===== src/rtl/ps2_key_pkg.sv =====
`default_nettype none
// ============================================================================
// Module   : ps2_key_pkg
// Purpose  : Shared constants and FSM state encoding for the PS/2 key tracker.
// Revision : 1.0 - initial release
// ============================================================================
package ps2_key_pkg;

    localparam logic [7:0] PREFIX_EXT   = 8'hE0;
    localparam logic [7:0] PREFIX_BRK   = 8'hF0;
    localparam logic [7:0] PREFIX_PAUSE = 8'hE1;
    localparam logic [7:0] BYTE_BAT     = 8'hAA;
    localparam logic [7:0] BYTE_ACK     = 8'hFA;

    // Bytes that follow the E1 that opens the Pause key sequence.
    localparam int PAUSE_SKIP = 7;

    localparam logic [1:0] ACCEL_FWD  = 2'b10;
    localparam logic [1:0] ACCEL_REV  = 2'b01;
    localparam logic [1:0] ACCEL_NONE = 2'b00;

    typedef enum logic [2:0] {
        ST_IDLE    = 3'd0,
        ST_EXT     = 3'd1,
        ST_BRK     = 3'd2,
        ST_EXT_BRK = 3'd3,
        ST_SKIP    = 3'd4
    } ps2_state_e;

endpackage : ps2_key_pkg
`default_nettype wire


===== src/rtl/ps2_code_match.sv =====
`default_nettype none
// ============================================================================
// Module   : ps2_code_match
// Purpose  : Combinational lookup of a 9-bit {ext, code} in the key table.
// Revision : 1.0 - initial release
// ============================================================================
module ps2_code_match #(
    parameter int                      NUM_KEYS  = 4,
    parameter int                      IDX_W     = 2,
    parameter logic [NUM_KEYS*9-1:0]   KEY_CODES = '0
) (
    input  logic [8:0]       lookup_i,
    output logic             hit_o,
    output logic [IDX_W-1:0] index_o
);

    // Scanning downward lets the lowest matching index overwrite the others.
    always_comb begin
        hit_o   = 1'b0;
        index_o = '0;
        for (int i = NUM_KEYS - 1; i >= 0; i--) begin
            if (KEY_CODES[9*i +: 9] == lookup_i) begin
                hit_o   = 1'b1;
                index_o = IDX_W'(i);
            end
        end
    end

endmodule : ps2_code_match
`default_nettype wire


===== src/rtl/ps2_key_tracker.sv =====
`default_nettype none
// ============================================================================
// Module   : ps2_key_tracker
// Purpose  : Decodes PS/2 Set-2 make/break/E0 sequences into held-key state,
//            one-cycle key events and an accel command.
// Revision : 1.0 - initial release
// ============================================================================
module ps2_key_tracker
    import ps2_key_pkg::*;
#(
    parameter int                    NUM_KEYS       = 4,
    parameter logic [NUM_KEYS*9-1:0] KEY_CODES      = {9'h174, 9'h16B, 9'h072, 9'h073},
    parameter int                    REPEAT_EVENTS  = 0,
    parameter int                    TIMEOUT_CYCLES = 2_500_000,
    localparam int                   IDX_W          = $clog2(NUM_KEYS)
) (
    input  logic                CLOCK_50,
    input  logic                reset,
    input  logic [7:0]          received_data,
    input  logic                received_data_en,
    output logic [NUM_KEYS-1:0] key_held,
    output logic                key_event,
    output logic [IDX_W-1:0]    event_index,
    output logic                event_make,
    output logic [1:0]          accel,
    output logic                seq_error
);

    localparam int TO_W = $clog2(TIMEOUT_CYCLES) + 1;
    localparam logic [TO_W-1:0] TO_LAST = TO_W'(TIMEOUT_CYCLES - 1);

    ps2_state_e          state_q, state_d;
    logic [2:0]          skip_q, skip_d;
    logic [TO_W-1:0]     tmo_q, tmo_d;
    logic [NUM_KEYS-1:0] held_q, held_d;
    logic                event_q, event_d;
    logic [IDX_W-1:0]    index_q, index_d;
    logic                make_q, make_d;
    logic                err_q, err_d;

    logic                is_ext;
    logic                hit;
    logic [IDX_W-1:0]    hit_idx;

    assign is_ext = (state_q == ST_EXT) || (state_q == ST_EXT_BRK);

    ps2_code_match #(
        .NUM_KEYS  (NUM_KEYS),
        .IDX_W     (IDX_W),
        .KEY_CODES (KEY_CODES)
    ) u_match (
        .lookup_i ({is_ext, received_data}),
        .hit_o    (hit),
        .index_o  (hit_idx)
    );

    always_ff @(posedge CLOCK_50) begin
        if (reset) begin
            state_q <= ST_IDLE;
            skip_q  <= '0;
            tmo_q   <= '0;
            held_q  <= '0;
            event_q <= 1'b0;
            index_q <= '0;
            make_q  <= 1'b0;
            err_q   <= 1'b0;
        end else begin
            state_q <= state_d;
            skip_q  <= skip_d;
            tmo_q   <= tmo_d;
            held_q  <= held_d;
            event_q <= event_d;
            index_q <= index_d;
            make_q  <= make_d;
            err_q   <= err_d;
        end
    end

    always_comb begin
        state_d = state_q;
        skip_d  = skip_q;
        tmo_d   = tmo_q;
        held_d  = held_q;
        event_d = 1'b0;
        index_d = index_q;
        make_d  = make_q;
        err_d   = 1'b0;

        if (received_data_en) begin
            tmo_d = '0;
            if (state_q == ST_SKIP) begin
                skip_d = skip_q - 3'd1;
                if (skip_q == 3'd1) begin
                    state_d = ST_IDLE;
                end
            end else if (received_data == PREFIX_EXT) begin
                state_d = ST_EXT;
            end else if (received_data == PREFIX_BRK) begin
                if (state_q == ST_IDLE) begin
                    state_d = ST_BRK;
                end else if (state_q == ST_EXT) begin
                    state_d = ST_EXT_BRK;
                end
            end else if (state_q == ST_IDLE && received_data == PREFIX_PAUSE) begin
                state_d = ST_SKIP;
                skip_d  = 3'(PAUSE_SKIP);
            end else if (state_q == ST_IDLE &&
                         (received_data == BYTE_BAT || received_data == BYTE_ACK)) begin
                state_d = ST_IDLE;
            end else begin
                state_d = ST_IDLE;
                if (hit) begin
                    if (state_q == ST_IDLE || state_q == ST_EXT) begin
                        if (!held_q[hit_idx]) begin
                            held_d[hit_idx] = 1'b1;
                            event_d = 1'b1;
                            index_d = hit_idx;
                            make_d  = 1'b1;
                        end else if (REPEAT_EVENTS != 0) begin
                            event_d = 1'b1;
                            index_d = hit_idx;
                            make_d  = 1'b1;
                        end
                    end else if (held_q[hit_idx]) begin
                        held_d[hit_idx] = 1'b0;
                        event_d = 1'b1;
                        index_d = hit_idx;
                        make_d  = 1'b0;
                    end
                end
            end
        end else if (state_q != ST_IDLE) begin
            // A stalled prefix is dropped without touching the held keys.
            if (tmo_q == TO_LAST) begin
                state_d = ST_IDLE;
                tmo_d   = '0;
                err_d   = 1'b1;
            end else begin
                tmo_d = tmo_q + 1'b1;
            end
        end else begin
            tmo_d = '0;
        end
    end

    always_comb begin
        accel = ACCEL_NONE;
        if (held_q[0] && !held_q[1]) begin
            accel = ACCEL_FWD;
        end else if (held_q[1] && !held_q[0]) begin
            accel = ACCEL_REV;
        end
    end

    assign key_held    = held_q;
    assign key_event   = event_q;
    assign event_index = index_q;
    assign event_make  = make_q;
    assign seq_error   = err_q;

endmodule : ps2_key_tracker
`default_nettype wire

===== config.mk =====
export PLATFORM = sky130hd
export DESIGN_NAME = ps2_key_tracker
export DESIGN_NICKNAME = d
export VERILOG_FILES = /design/src/rtl/ps2_key_pkg.sv /design/src/rtl/ps2_code_match.sv /design/src/rtl/ps2_key_tracker.sv
export SDC_FILE = /design/constraint.sdc
export NUM_CORES = 1
export LEC_CHECK = 0
export BUFFER_PORTS_ARGS = -buffer_cell sky130_fd_sc_hd__buf_4
export CAP_MARGIN = 15
export CORE_MARGIN = 2
export CORE_UTILIZATION = 50
export CTS_CLUSTER_DIAMETER = 120
export CTS_CLUSTER_SIZE = 8
export DETAILED_ROUTE_END_ITERATION = 16
export GPL_TIMING_DRIVEN = 0
export PLACE_DENSITY = 0.69
export SYNTH_ARGS = -nofsm -noshare
export SYNTH_HDL_FRONTEND = slang
export SYNTH_SLANG_ARGS = --single-unit

===== constraint.sdc =====
create_clock -name CLOCK_50 -period 7.7 [get_ports CLOCK_50]
set_input_delay 1.54 -clock CLOCK_50 [delete_from_list [all_inputs] [get_ports CLOCK_50]]
set_output_delay 1.54 -clock CLOCK_50 [all_outputs]
set_load 0.05 [all_outputs]

==> flow_summary.ini <==
[run_status]
status = completed

[setup_path]
reg2reg_from = state_q[2]
crit_slowest_cell = or4_1
arrival_ns = 3.91
ff2ff_path_depth = 10
cp_data_required_time_ns = 7.87
critPathLaunch = received_data[3]
cp-end-kind = flip-flop
max_stage_delay_ns = 0.46
crit_chain = buf_4 -> nand2b_1 -> or4_1 -> buf_2 -> a21oi_1 -> o221ai_1 -> ha_1 -> nor2_1 -> nand3_1 -> nor3_1 -> mux2i_1 -> nor2_1
cp_common_cell = nor2_1
reg2reg_slack_ns = 4.98
critPathMaxFanout = 8
critPathLaunchType = primary input
worstSetupPathType = primary input to flip-flop

[placement]
io_buffers = 20
dpl.cell_count = 296
dp_hpwl_um = 2840
gp_congestion = 0.866
pre_cts_ws_ns = 3.76

[routing]
drt_wl_total_um = 3970
viasPerCell = 5.39
drtAntennaViolNets = 0
vias = 1634
routedWlPerCell_um = 13.1
drt_first_pass_iters = 4
drt_iter0_drc = 61
drc = 0

[clocking]
cts.sinks = 38
clk_path_buf_depth = 2
cts-htree-levels = 2
cts_made_buffers = 5
cts_tree = built
clock_latency_ns = 0.29
holdBufCountCts = 0
post_cts_buffers = 0
clockRootBuffer = clkbuf_8
clkTransAtPathRegs_ns = 0.07
post_cts_resized = 0

[final_layout]
nNetsFinal = 271
area.growth.synth_to_final_pct = 16.3
stdcell_count = 303
layout-drive-gt1-share_pct = 15.7
n_antenna_cell = 0
utilization_pct = 61.4
final.fill_count = 339

[pwr]
cellLeakagePower_nw = 0.792
power.total_mw = 0.390
max-vdd-ir-drop_v = 0.000108
power_density_mw_per_mm2 = 170

[die]
die_w_um = 66.9
chipHeight_um = 66.9
initial_utilization_pct = 52.8
core-area_mm2 = 0.00374
rows = 22
pin_count = 22
die_area_mm2 = 0.00447

[synth]
synthMuxAreaShare_pct = 2.85
yosys_most_used_dff = dfxtp_1
synth_compound_area_share_pct = 9.25
synth-simple-area-share_pct = 33.4
syn_nets = 244
synth_seq_cells = 38
synth_top_family_by_area = simple AND/OR/NAND/NOR gates
synthAdderAreaFrac_pct = 3.17
synth.yosys.warnings = 0
seq_area_frac_synth_pct = 38.5
synth.distinct_cells = 49
synth_xor_area_share_pct = 9.75
async_flop_share_pct = 0
synth.cell_area_mm2 = 0.00198
avgSynthCellArea_um2 = 8.67
synthCells = 228
synth-edff-count = 0

[sta]
fmax_mhz = 267
hold_viol_final = 0
worst_slack_ns = 3.95
setup_viol = 0
finalSetupTns_ns = 0
worst_slew_pin_slew_ns = 0.514
period_share_pct = 48.7
drv_slew = 0
min_period_ns = 3.75
skew_ns = 0.00270
relSlewSlack_pct = 65.5
rsz0062_at_grt = false

[hold_path]
whs_path_depth = 1
hold_start = tmo_q[0]
hold_class = flip-flop to flip-flop
hold_end = tmo_q[0]

[grt]
grt_pass1_wl_um = 6800
grt_antenna_before_repair = 0
first_global_vias = 1503
overflow = 0
track_usage_pct = 20.3
grt_max_degree = 12

[flow_run]
maxCapViolCount = 0
## layer usage
layer / part of all wire [%] / GRT usage (%)
met2: 44 / 31.0
met1: 51 / 27.6
met3: 3.6 / 4.56
met4: 1.7 / 8.42
met5: 0 / 0
## cells in the mapped netlist, drive strengths merged, types with 3 or more instances
master,count,area (um2)
nor2,38,145
clkbuf,4,15.0
o21ai,4,20.0
nand4,8,50.1
nor3b,3,22.5
mux2i,3,30.0
nor2b,3,18.8
nand4b,3,26.3
or3,4,25.0
nand3,12,60.1
xnor2,7,61.3
dfxtp,38,761
nor3,13,65.1
and4,4,35.0
nand2,8,30.0
inv,8,30.0
nand2b,8,52.6
xor2,15,131
a21oi,7,46.3
ha,5,62.6
nor4b,3,26.3
## cell type report
type / instances / area [um2] / area share [%]
sequential: 38 / 761 / 33.1
inverter: 8 / 30.0 / 1.31
clock buffer: 6 / 82.6 / 3.59
buffer: 6 / 31.3 / 1.36
tap: 48 / 60.1 / 2.61
timing repair buffer: 20 / 150 / 6.53
multi-input combinational: 176 / 1150 / 50.2
clock inverter: 1 / 30.0 / 1.31
## where the power goes
part / internal (mW) / leakage [nW] / switching, mW
Combinational: 0.00845 / 0.428 / 0.0107
Sequential: 0.197 / 0.306 / 0.000533
Clock: 0.104 / 0.0573 / 0.0701
Total: 0.309 / 0.792 / 0.0813
## cells in the final DEF (no fill, tap or decap), types with 2 or more instances in the layout
cell type	synthesis	layout
a211oi_1	2	2
a21oi_1	6	6
and2_1	2	2
and3_1	2	2
and4_1	4	4
buf_4	0	20
clkbuf_1	4	4
clkbuf_8	0	6
dfxtp_1	38	38
ha_1	5	5
inv_1	8	8
mux2i_1	3	3
nand2_1	8	8
nand2b_1	7	7
nand3_1	12	12
nand3b_1	2	2
nand4_1	8	8
nand4b_1	3	3
nor2_1	37	37
nor2b_1	3	3
nor3_1	13	13
nor3b_1	3	3
nor4b_1	3	3
o21ai_0	4	4
o21bai_1	2	2
or3_1	4	4
xnor2_1	7	7
xor2_1	15	15
## critical path: cells and delay by family
kind	cells	cell delay [ns]
buf+inv	2	0.30
mux	1	0.21
fa+ha+maj	1	0.21
compound gates	2	0.35
simple gates	6	1.31
## logic make-up (layout without fill, tap and decap cells)
kind of cell             after synthesis  after routing
AO/OA/AOI/OAI                         24             24
XOR/XNOR                              22             22
adder cells (fa/ha/maj)                5              5
buffers and inverters                 14             41
flip-flops                            38             38
multiplexers                           5              5
AND/OR/NAND/NOR                      120            120
## metrics by stage
step	instance area [um2]	hold slack, ns
global route	2300	0.493
finish	2300	0.467
CTS	2300	0.471
floorplan	1980	0.430
detailed placement	2190	0.457
global placement	2190	0.444
## worst max path at each step
stage | to | depth (start not counted) | slack [ns]
final | flip-flop | 12 | 3.95
after global placement | flip-flop | 12 | 3.75
after detailed placement | flip-flop | 12 | 3.76
after floorplan | event_make | 10 | 4.05
after global routing | flip-flop | 12 | 3.75
after CTS | flip-flop | 12 | 3.99
No activity file was read; power rests on OpenSTA's default activity.
